===== src/rtl/cpu_pkg.sv =====
// Shared types and constants for the instruction-memory loader.
package cpu_pkg;
  typedef enum logic [2:0] {IDLE, COLLECT, WRITE, DONE, ERROR} loader_state_t;
  localparam int INSTR_W         = 32;
  localparam int BYTES_PER_INSTR = 4;
endpackage


===== src/rtl/byte_packer.sv =====
// Packs accepted bytes little-endian into an instruction word; word/word_ready are combinational
// on the completing accept (4th byte or byte_last). It never stalls: the caller gates accept.
module byte_packer
  import cpu_pkg::*;
(
  input  logic               clk,
  input  logic               rst,
  input  logic               clear,
  input  logic               accept,
  input  logic [7:0]         byte_data,
  input  logic               byte_last,
  output logic               word_ready,
  output logic [INSTR_W-1:0] word
);
  localparam int LANE_W = $clog2(BYTES_PER_INSTR);

  logic [LANE_W-1:0]  lane_q, lane_d;
  logic [INSTR_W-1:0] asm_q, asm_d;

  always_comb begin
    // Lanes above the current byte are zeroed, so a short final word needs no extra pass.
    word = asm_q;
    for (int i = 0; i < BYTES_PER_INSTR; i++) begin
      if (i == int'(lane_q)) begin
        word[8*i +: 8] = byte_data;
      end else if (i > int'(lane_q)) begin
        word[8*i +: 8] = 8'h00;
      end
    end
    word_ready = accept && (byte_last || (lane_q == LANE_W'(BYTES_PER_INSTR - 1)));

    lane_d = lane_q;
    asm_d  = asm_q;
    if (clear) begin
      lane_d = '0;
      asm_d  = '0;
    end else if (accept) begin
      asm_d  = word;
      lane_d = word_ready ? '0 : lane_q + LANE_W'(1);
    end
  end

  always_ff @(posedge clk or posedge rst) begin
    if (rst) begin
      lane_q <= '0;
      asm_q  <= '0;
    end else begin
      lane_q <= lane_d;
      asm_q  <= asm_d;
    end
  end
endmodule


===== src/rtl/imem_loader.sv =====
// Byte stream -> sequential 32-bit imem writes; wr_en fires 1 cycle after the 4th/last byte.
// byte_ready is low outside COLLECT, during WRITE, and once DEPTH words are stored; cpu_run only in DONE.
module imem_loader
  import cpu_pkg::*;
#(
  parameter int DEPTH  = 256,
  parameter int ADDR_W = 8
) (
  input  logic               clk,
  input  logic               rst,
  input  logic               start,
  input  logic               byte_valid,
  input  logic [7:0]         byte_data,
  input  logic               byte_last,
  output logic               byte_ready,
  output logic               wr_en,
  output logic [ADDR_W-1:0]  wr_addr,
  output logic [INSTR_W-1:0] wr_data,
  output logic [ADDR_W:0]    words_written,
  output logic               load_done,
  output logic               cpu_run,
  output logic               overflow
);
  localparam int               CNT_W = ADDR_W + 1;
  localparam logic [CNT_W-1:0] CAP   = CNT_W'(DEPTH);

  loader_state_t      state_q, state_d;
  logic [CNT_W-1:0]   idx_q, idx_d;
  logic               last_q, last_d;
  logic               byte_ready_q, byte_ready_d;
  logic               wr_en_q, wr_en_d;
  logic [ADDR_W-1:0]  wr_addr_q, wr_addr_d;
  logic [INSTR_W-1:0] wr_data_q, wr_data_d;
  logic               done_q, done_d;
  logic               overflow_q, overflow_d;

  logic               accept;
  logic               packer_clear;
  logic               word_ready;
  logic [INSTR_W-1:0] word;

  assign accept = byte_valid && byte_ready_q;

  byte_packer u_packer (
    .clk        (clk),
    .rst        (rst),
    .clear      (packer_clear),
    .accept     (accept),
    .byte_data  (byte_data),
    .byte_last  (byte_last),
    .word_ready (word_ready),
    .word       (word)
  );

  always_comb begin
    state_d      = state_q;
    idx_d        = idx_q;
    last_d       = last_q;
    wr_addr_d    = wr_addr_q;
    wr_data_d    = wr_data_q;
    packer_clear = 1'b0;

    unique case (state_q)
      IDLE, DONE: begin
        if (start) begin
          state_d      = COLLECT;
          idx_d        = '0;
          last_d       = 1'b0;
          packer_clear = 1'b1;
        end
      end
      COLLECT: begin
        if (idx_q == CAP) begin
          if (byte_valid) state_d = ERROR;
        end else if (word_ready) begin
          state_d   = WRITE;
          last_d    = byte_last;
          wr_addr_d = idx_q[ADDR_W-1:0];
          wr_data_d = word;
        end
      end
      WRITE: begin
        idx_d   = idx_q + CNT_W'(1);
        state_d = last_q ? DONE : COLLECT;
      end
      ERROR: state_d = ERROR;
      default: state_d = IDLE;
    endcase

    // Outputs are registered from the next state so they line up with the state they describe.
    byte_ready_d = (state_d == COLLECT) && (idx_d != CAP);
    wr_en_d      = (state_d == WRITE);
    done_d       = (state_d == DONE);
    overflow_d   = (state_d == ERROR);
  end

  always_ff @(posedge clk or posedge rst) begin
    if (rst) begin
      state_q      <= IDLE;
      idx_q        <= '0;
      last_q       <= 1'b0;
      byte_ready_q <= 1'b0;
      wr_en_q      <= 1'b0;
      wr_addr_q    <= '0;
      wr_data_q    <= '0;
      done_q       <= 1'b0;
      overflow_q   <= 1'b0;
    end else begin
      state_q      <= state_d;
      idx_q        <= idx_d;
      last_q       <= last_d;
      byte_ready_q <= byte_ready_d;
      wr_en_q      <= wr_en_d;
      wr_addr_q    <= wr_addr_d;
      wr_data_q    <= wr_data_d;
      done_q       <= done_d;
      overflow_q   <= overflow_d;
    end
  end

  assign byte_ready    = byte_ready_q;
  assign wr_en         = wr_en_q;
  assign wr_addr       = wr_addr_q;
  assign wr_data       = wr_data_q;
  assign words_written = idx_q;
  assign load_done     = done_q;
  assign cpu_run       = done_q;
  assign overflow      = overflow_q;
endmodule


===== config.mk =====
export PLATFORM = sky130hd
export DESIGN_NAME = imem_loader
export DESIGN_NICKNAME = d
export VERILOG_FILES = /design/src/rtl/cpu_pkg.sv /design/src/rtl/byte_packer.sv /design/src/rtl/imem_loader.sv
export SDC_FILE = /design/constraint.sdc
export NUM_CORES = 1
export LEC_CHECK = 0
export ABC_AREA = 1
export CORE_ASPECT_RATIO = 1.25
export CORE_MARGIN = 10
export CORE_UTILIZATION = 30
export CTS_BUF_LIST = sky130_fd_sc_hd__clkbuf_8
export DETAILED_ROUTE_END_ITERATION = 12
export GPL_TIMING_DRIVEN = 0
export PLACE_DENSITY_LB_ADDON = 0.1
export SLEW_MARGIN = 25
export SYNTH_ARGS = -nofsm -noshare
export SYNTH_HDL_FRONTEND = slang
export SYNTH_SLANG_ARGS = --single-unit

===== constraint.sdc =====
create_clock -name clk -period 2.6 [get_ports clk]
set_clock_uncertainty 0.05 [all_clocks]
set_input_delay 0.52 -clock clk [delete_from_list [all_inputs] [get_ports clk]]
set_output_delay 0.52 -clock clk [all_outputs]
set_load 0.01 [all_outputs]

==> results of run 1 <==
[worst paths after layout]
path                                         start           endpoint  slack, ns  depth (start not counted)
worst max register to register  u_packer.lane_q[1]  u_packer.asm_q[0]       0.69                          6
worst min register to register         wr_data[31]        wr_data[31]       0.44                          2
worst max-delay path              words_written[4]   words_written[4]       0.58                          1
min in group asynchronous                      rst        wr_data[19]       0.47                          2
max in group asynchronous                      rst         wr_addr[7]       1.38                          4
worst min-delay path                   wr_data[31]        wr_data[31]       0.44                          2
[metrics by stage]
stage / std cells / setup WS (ns) / total power (W) / utilization [%] / cell area [µm²]
after floorplan: 439 / 1.00 / 0.00335 / - / 3820
after global placement: 673 / 0.0393 / 0.00432 / 37.2 / 4690
after detailed placement: 676 / 0.362 / 0.00436 / 37.8 / 4760
after CTS: 692 / 0.556 / 0.00538 / 39.5 / 4970
after global routing: 692 / 0.435 / 0.00573 / 39.5 / 4970
final: 692 / 0.581 / 0.00528 / 39.5 / 4970
[per-layer routing]
layer / up-vias / routed length [µm]
met5: - / 0
li1: 1593 / -
met1: 1489 / 4710
met3: 5 / 579
met2: 65 / 5290
met4: 0 / 95
[synth_stat cells (all sizes together)]
master | count | share of area (%)
clkbuf | 6 | 0.59
a22oi | 16 | 3.1
ha | 6 | 2.0
nor2 | 31 | 4.1
a31oi | 8 | 1.3
a41oi | 1 | 0.23
o21ai | 64 | 8.6
buf | 15 | 2.5
dfrtp | 83 | 54
a21oi | 17 | 2.2
inv | 46 | 4.5
nand3 | 21 | 2.9
nand4 | 1 | 0.16
nand2 | 119 | 13
o21a | 2 | 0.39
nor3 | 3 | 0.39
[layout make-up]
class | count | area [µm²] | area share [%]
clock inverters | 4 | 47.5 | 0.956
multi-input cells | 289 | 1450 | 29.2
clock buffers | 12 | 165 | 3.32
flip-flops and latches | 83 | 2080 | 41.8
well taps | 168 | 210 | 4.23
inverters | 46 | 176 | 3.55
repair buffers | 69 | 728 | 14.6
plain buffers | 21 | 119 | 2.39
[power groups by stage]
stage,Combinational (W),Sequential [W],Clock (W)
2_1_floorplan,0.00122,0.00213,0
3_3_place_gp,0.00228,0.00204,0
3_5_place_dp,0.00231,0.00205,0
4_1_cts,0.00232,0.00203,0.00103
5_1_grt,0.00257,0.00209,0.00107
6_report,0.00227,0.00202,0.000986
[kinds of logic after synthesis]
family / count (synthesis) / synth area share [%]
buffers and inverters: 67 / 7.63
flip-flops: 83 / 54.4
AND/OR/NAND/NOR: 175 / 20.1
AO/OA/AOI/OAI: 108 / 15.9
adder cells (fa/ha/maj): 6 / 1.97
[flip-flops by register name, summed over array words and instances (netlist names)]
name and flops:
byte_ready 1, cpu_run 1, last_q 1, overflow 1
state_q 3, u_packer.asm_q 24, u_packer.lane_q 2, words_written 9
wr_addr 8, wr_data 32, wr_en 1
==> flow_metrics.py, run 1 <==
metrics = {
    "synthesis": {
        "syn-num-nets": 458,
        "avgSynthCellArea_um2": 8.70,
        "ys_seq_elements": 83,
        "ys_warn_count": 0,
        "synth_cell_types": 28,
        "yosysSeqAreaShare_pct": 54.4,
        "syn_inst": 439,
        "syn_area_um2": 3820,
    },
    "floorplan": {
        "core_area_um2": 12600,
        "initial_core_util_pct": 30.3,
        "ios": 67,
        "die_y_um": 146,
        "die_w_um": 121,
        "placementRows": 46,
        "dieArea_um2": 17700,
    },
    "drt": {
        "detail_route.first_pass.iterations": 4,
        "drtIter0Drc": 173,
        "antenna_left": 0,
        "viasPerCell": 4.55,
        "vias": 3152,
        "drc": 0,
        "wl_um": 10700,
        "wl_per_cell_um": 15.4,
    },
    "power": {
        "power_switching_w": 0.00199,
        "comb_power_share_pct": 43.0,
        "p_per_area_nw_per_um2": 1060,
        "leakagePower_nw": 2.28,
        "power_frac_seq_pct": 38.3,
        "p_int_w": 0.00329,
        "p_clk_share_pct": 18.7,
        "swShare_pct": 37.7,
        "ir_worst_vdd_uv": 343,
    },
    "clock_network": {
        "cts_hold_buf": 0,
        "cts_setup_buffers": 0,
        "numCtsBuffers": 9,
        "cts_tree": "done",
        "cts_buffer_depth": 2,
        "cts_resized": 0,
        "cts.sinks": 83,
        "clkLatencyLatePin_ns": 0.35,
        "clkTransAtPathRegs_ns": 0.08,
        "h-tree-depth": 3,
        "cts-root-buf": "clkbuf_8",
    },
    "critical_path": {
        "end_kind": "primary output",
        "slowest_delay_ns": 0.60,
        "crit_chain": "clkdlybuf4s50_1",
        "criticalPathCategory": "reg2out",
        "crit_family": "buffers and inverters",
        "crit_path_top_delay_cell": "clkdlybuf4s50_1",
        "required_ns": 2.03,
        "cp.buffers_inverters": 1,
        "critPathMaxFanout": 8,
        "worstPathArrival_ns": 1.45,
        "startpoint_type": "flip-flop",
    },
    "final_layout": {
        "final_common_cell": "nand2_1",
        "layout_common_cells": "nand2_1 (114), dfrtp_1 (83), clkdlybuf4s50_1 (66)",
        "nNetsFinal": 538,
        "fillerInstances": 1267,
        "num_antenna_cells": 0,
        "drive_gt1_share_pct": 11.8,
        "syn2layout_area_growth_pct": 30.2,
    },
    "global_routing": {
        "use_met3_pct": 3.43,
        "antenna_found_initial": 0,
        "busiest_layer": "met2",
        "use_met2_pct": 20.6,
        "grt_pass1_wl_um": 17700,
        "met1_usage_pct": 15.3,
        "gr-total-overflow": 0,
        "grt_usage_pct": 12.5,
        "grt_max_degree": 26,
        "grt_pass1_vias": 3299,
    },
    "outcome": {
        "outcome": "finished, final reports clean",
    },
    "timing": {
        "slew_headroom_pct": 62.7,
        "rsz0062_at_grt": "false",
        "tightest_slew_ns": 0.558,
        "finalSetupViolCount": 0,
        "fin_setup_tns_ns": 0,
        "whs_ns": 0.439,
        "finalHoldViolCount": 0,
        "fin_crit_ns": 2.02,
        "finalMaxSlewViolations": 0,
        "max_freq_mhz": 495,
        "fin_crit_sh_pct": 77.6,
    },
    "placed_design": {
        "routabilityCongestion": 0.767,
        "dp_hpwl_um": 8040,
        "io_buffers": 66,
    },
    "flow_run": {
        "drv_cap": 0,
    },
    "hold_path": {
        "min_path_type": "reg2reg",
    },
}
Power figures use the tool's default switching activity.
==> inputs of run 2 (changes only) <==
- clock period: 2.6 -> 2 ns (I/O delays scaled with it)
==> run 2 against run 1 <==
  * Register-to-register slack lost 0.54 ns
  * Clock-buffer cell count did not move
  * Highest routed layer unchanged
  * Sequential cell count stayed put
  * Die area did not move
  * Cell area rose by 0.63%
  * Combinational power increased by 32%
  * Global-route usage unchanged
  * Wire length grew 0.25%
  * Non-clock buffer count increased by 2
==> flow_metrics.py, run 2 (synthesized netlist as in run 1, its figures left out) <==
metrics = {
    "timing": {
        "finalSetupViolCount": 0,
        "finalMaxSlewViolations": 0,
        "fin_crit_sh_pct": 95.2,
        "max_freq_mhz": 525,
        "slew_headroom_pct": 66.3,
        "fin_ws_ns": 0.0950,
        "tightest_slew_ns": 0.506,
        "fin_crit_ns": 1.90,
        "rsz0062_at_grt": "false",
        "finalHoldViolCount": 0,
    },
    "power": {
        "leakagePower_nw": 2.30,
        "p_per_area_nw_per_um2": 1380,
        "ir_worst_vdd_uv": 446,
    },
    "final_layout": {
        "final_common_cell": "nand2_1",
        "fillerInstances": 1266,
        "syn2layout_area_growth_pct": 31.1,
        "stdcell_area_um2": 5000,
        "nNetsFinal": 540,
        "largest_register_ffs": 32,
        "drive_gt1_share_pct": 13.5,
        "num_antenna_cells": 0,
        "layout_common_cells": "nand2_1 (114), dfrtp_1 (82), clkdlybuf4s50_1 (66)",
    },
    "clock_network": {
        "numCtsBuffers": 9,
        "cts_buffer_depth": 2,
        "clkTransAtPathRegs_ns": 0.08,
        "cts_tree": "done",
        "h-tree-depth": 3,
        "cts.sinks": 83,
        "clkLatencyLatePin_ns": 0.35,
        "cts_hold_buf": 0,
        "cts-root-buf": "clkbuf_8",
    },
    "critical_path": {
        "crit_family": "buffers and inverters",
        "cp.buffers_inverters": 1,
        "startpoint_type": "flip-flop",
        "criticalPathCategory": "reg2out",
        "timing.critical_path.from": "words_written[4]",
        "required_ns": 1.55,
        "crit_path_top_delay_cell": "clkdlybuf4s50_1",
        "worstPathArrival_ns": 1.45,
        "crit_chain": "clkdlybuf4s50_1",
        "end_kind": "primary output",
        "rrSetupSlack_ns": 0.15,
        "slowest_delay_ns": 0.60,
        "critPathMaxFanout": 8,
        "timing.rr.start": "u_packer.lane_q[0]",
    },
    "floorplan": {
        "die_w_um": 121,
        "ios": 67,
        "core_area_um2": 12600,
        "initial_core_util_pct": 30.3,
        "die_y_um": 146,
        "dieArea_um2": 17700,
        "placementRows": 46,
    },
    "drt": {
        "wl_per_cell_um": 15.4,
        "drtIter0Drc": 189,
        "detail_route.first_pass.iterations": 4,
        "viasPerCell": 4.57,
        "wl_um": 10700,
        "vias": 3175,
        "antenna_left": 0,
        "drc": 0,
    },
    "global_routing": {
        "antenna_found_initial": 0,
        "grt_pass1_vias": 3299,
        "grt_usage_pct": 12.5,
        "grt_pass1_wl_um": 17700,
        "gr-total-overflow": 0,
        "grt_max_degree": 26,
    },
    "placed_design": {
        "pre_cts_slack_ns": -0.118,
        "dp_hpwl_um": 8040,
        "placed_area_um2": 4760,
        "routabilityCongestion": 0.767,
        "io_buffers": 66,
    },
    "outcome": {
        "outcome": "finished, final reports clean",
    },
    "flow_run": {
        "drv_cap": 0,
    },
    "hold_path": {
        "min_path_type": "in2async",
    },
}
## run 2: cell types whose count changed in the layout (fill, tap and decap cells not counted), sizes merged
cell | previous run | this run
buf | 18 | 19
clkbuf | 18 | 19
## run 2: worst paths after layout
path / to / depth (start not counted)
setup / recovery: words_written[4] / 1
hold / removal: wr_data[19] / 2
setup reg to reg: wr_data[3] / 9
hold reg to reg: wr_data[31] / 2
max in group asynchronous: wr_addr[7] / 4
min in group clk: wr_data[31] / 2
## run 2: repair_timing
| item | in CTS | in global routing |
|---|---|---|
| setup buffers | 0 | 2 |
| endpoints found under the hold margin | 0 | 0 |
| setup endpoints to repair | 0 | 53 |
| gates resized for setup | 0 | 10 |
## run 2: stage by stage
step	util, %	power, W	setup TNS [ns]	hold slack, ns	cells
6_report	39.7	0.00690	0	0.346	694
3_5_place_dp	37.8	0.00567	-2.66	0.423	676
3_3_place_gp	37.2	0.00561	-39.11	0.418	673
4_1_cts	39.5	0.00700	0	0.344	692
2_1_floorplan	-	0.00435	0	0.437	439
5_1_grt	39.7	0.00749	0	0.365	694
## run 2: layout make-up
type	count	area, µm²	share of cell area (%)
repair buffers	71	743	14.9
inverters	46	176	3.52
multi-input cells	289	1460	29.2
clock inverters	4	47.5	0.950
well taps	168	210	4.20
plain buffers	21	124	2.48
clock buffers	12	165	3.30
flip-flops and latches	83	2080	41.5
## run 2: metal layers
| metal | wire length [µm] | up-vias | GRT usage (%) |
|---|---|---|---|
| met5 | 0 | - | 0 |
| met4 | 95 | 0 | 3.81 |
| met3 | 588 | 5 | 3.43 |
| met2 | 5280 | 60 | 20.6 |
| met1 | 4740 | 1511 | 15.3 |
| li1 | - | 1599 | - |
## run 2: report_power, final
part	leakage [nW]	total [W]	switching, W	internal [W]
combinational	1.10	0.00299	0.00165	0.00134
sequential	1.10	0.00263	0.000340	0.00229
clock	0.108	0.00128	0.000604	0.000676
total	2.30	0.00690	0.00259	0.00430
==> inputs of run 3 (changes only) <==
- clock period: 2 -> 1.59 ns (I/O delays scaled with it)
==> run 3 against run 2 <==
  * The run now ends with negative setup slack left
  * Combinational power up 35%
  * Total power up 29%
  * Hold slack worse by 0.075 ns
  * Critical path type is now reg2reg
==> flow_metrics.py, run 3 (synthesized netlist as in run 1, its figures left out) <==
metrics = {
    "outcome": {
        "outcome": "finished with violations",
        "violations": "negative setup slack",
    },
    "clock_network": {
        "cts_buffer_depth": 2,
        "h-tree-depth": 3,
        "cts_hold_buf": 0,
        "numCtsBuffers": 9,
        "clkLatencyLatePin_ns": 0.35,
        "clkTransAtPathRegs_ns": 0.08,
        "cts_tree": "done",
        "cts.sinks": 83,
        "cts-root-buf": "clkbuf_8",
    },
    "global_routing": {
        "use_met3_pct": 4.44,
        "use_met2_pct": 21.3,
        "grt_pass1_wl_um": 18200,
        "busiest_layer": "met2",
        "grt_pass1_vias": 3434,
        "met1_usage_pct": 15.2,
        "grt_usage_pct": 12.9,
        "gr-total-overflow": 0,
        "grt_max_degree": 27,
        "antenna_found_initial": 0,
    },
    "critical_path": {
        "timing.critical_path.from": "words_written[0]",
        "timing.rr.end": "last_q",
        "criticalPathCategory": "reg2reg",
        "startpoint_type": "flip-flop",
        "path_common_cell": "nand2_1",
        "worstPathArrival_ns": 1.84,
        "critical_path_depth": 11,
        "timing.rr.start": "words_written[0]",
        "rrSetupSlack_ns": -0.06,
        "reg2reg_depth": 11,
        "cp.buffers_inverters": 3,
        "required_ns": 1.78,
        "crit_family": "flip-flops",
        "slowest_delay_ns": 0.44,
        "crit_path_top_delay_cell": "dfrtp_2",
        "critPathMaxFanout": 6,
        "crit_chain": "inv_2 > ha_4 > nand2_2 > nor3_2 > nand2_1 > nand3_2 > buf_6 > buf_8 > nand2_1 > nand3_1 > o21ai_1",
        "end_kind": "flip-flop",
        "crit_path_end": "last_q",
    },
    "timing": {
        "fin_crit_sh_pct": 104,
        "fin_crit_ns": 1.65,
        "rsz0062_at_grt": "true",
        "max_freq_mhz": 606,
        "slew_headroom_pct": 66.2,
        "tightest_slew_ns": 0.508,
        "finalHoldViolCount": 0,
        "finalMaxSlewViolations": 0,
        "fin_ws_ns": -0.0608,
        "fin_setup_tns_ns": -0.722,
        "finalSetupViolCount": 22,
    },
    "placed_design": {
        "pre_cts_slack_ns": -0.426,
        "io_buffers": 66,
        "routabilityCongestion": 0.764,
        "placed_area_um2": 4770,
        "dp_hpwl_um": 8090,
    },
    "floorplan": {
        "die_w_um": 121,
        "core_area_um2": 12600,
        "placementRows": 46,
        "ios": 67,
        "initial_core_util_pct": 30.3,
        "dieArea_um2": 17700,
        "die_y_um": 146,
    },
    "power": {
        "p_per_area_nw_per_um2": 1640,
        "leakagePower_nw": 2.70,
        "ir_worst_vdd_uv": 634,
    },
    "final_layout": {
        "stdcell_area_um2": 5410,
        "nNetsFinal": 563,
        "largest_register_ffs": 32,
        "final_common_cell": "nand2_1",
        "syn2layout_area_growth_pct": 41.7,
        "drive_gt1_share_pct": 23.7,
        "layout_common_cells": "nand2_1 (102), dfrtp_1 (75), dlygate4sd2_1 (53)",
        "num_antenna_cells": 0,
    },
    "drt": {
        "drtIter0Drc": 120,
        "viasPerCell": 4.70,
        "vias": 3367,
        "drc": 0,
        "wl_per_cell_um": 15.6,
        "antenna_left": 0,
        "detail_route.first_pass.iterations": 4,
        "wl_um": 11200,
    },
    "flow_run": {
        "drv_cap": 0,
    },
    "hold_path": {
        "min_path_type": "in2async",
    },
}
run 3: where the power goes:
| part | leakage, nW | total (W) | switching (W) | internal (W) |
|---|---|---|---|---|
| Clock | 0.108 | 0.00154 | 0.000745 | 0.000791 |
| Combinational | 1.51 | 0.00405 | 0.00227 | 0.00178 |
| Sequential | 1.08 | 0.00332 | 0.000433 | 0.00288 |
| Total | 2.70 | 0.00890 | 0.00344 | 0.00545 |
run 3: repair_timing:
item / in CTS / in global routing
gates resized for setup: 118 / 33
gates cloned: 2 / 1
pin swaps: 6 / 11
setup endpoints to repair: 123 / 73
setup buffers: 18 / 7
run 3: cell type report:
class                   count  area (µm²)
fillers                  1281        7190
multi-input cells         289        1640
repair buffers             97         931
well taps                 168         210
flip-flops and latches     83        2090
plain buffers              18         169
clock buffers              11         151
clock inverters             4        42.5
inverters                  46         184
run 3: how the worst min path moves through the flow:
stage | endpoint | cells past startpoint
detailed placement | wr_data[1] | 2
global placement | wr_data[2] | 2
CTS | u_packer.asm_q[19] | 2
global route | u_packer.asm_q[1] | 2
floorplan | wr_data[29] | 2
finish | u_packer.asm_q[19] | 2
run 3: metrics by stage:
stage	instances	total power, W	hold WS [ns]	util [%]
after global placement	673	0.00706	0.418	37.2
after CTS	709	0.00876	0.268	41.4
after global routing	716	0.00963	0.295	42.9
after floorplan	439	0.00548	0.415	-
after detailed placement	676	0.00713	0.414	37.8
final	716	0.00890	0.271	42.9
run 3: routing by layer:
metal | share of wire (%) | wire length [µm]
met1 | 42 | 4750
met2 | 50 | 5540
met3 | 6.0 | 671
met4 | 2.1 | 233
met5 | 0 | 0
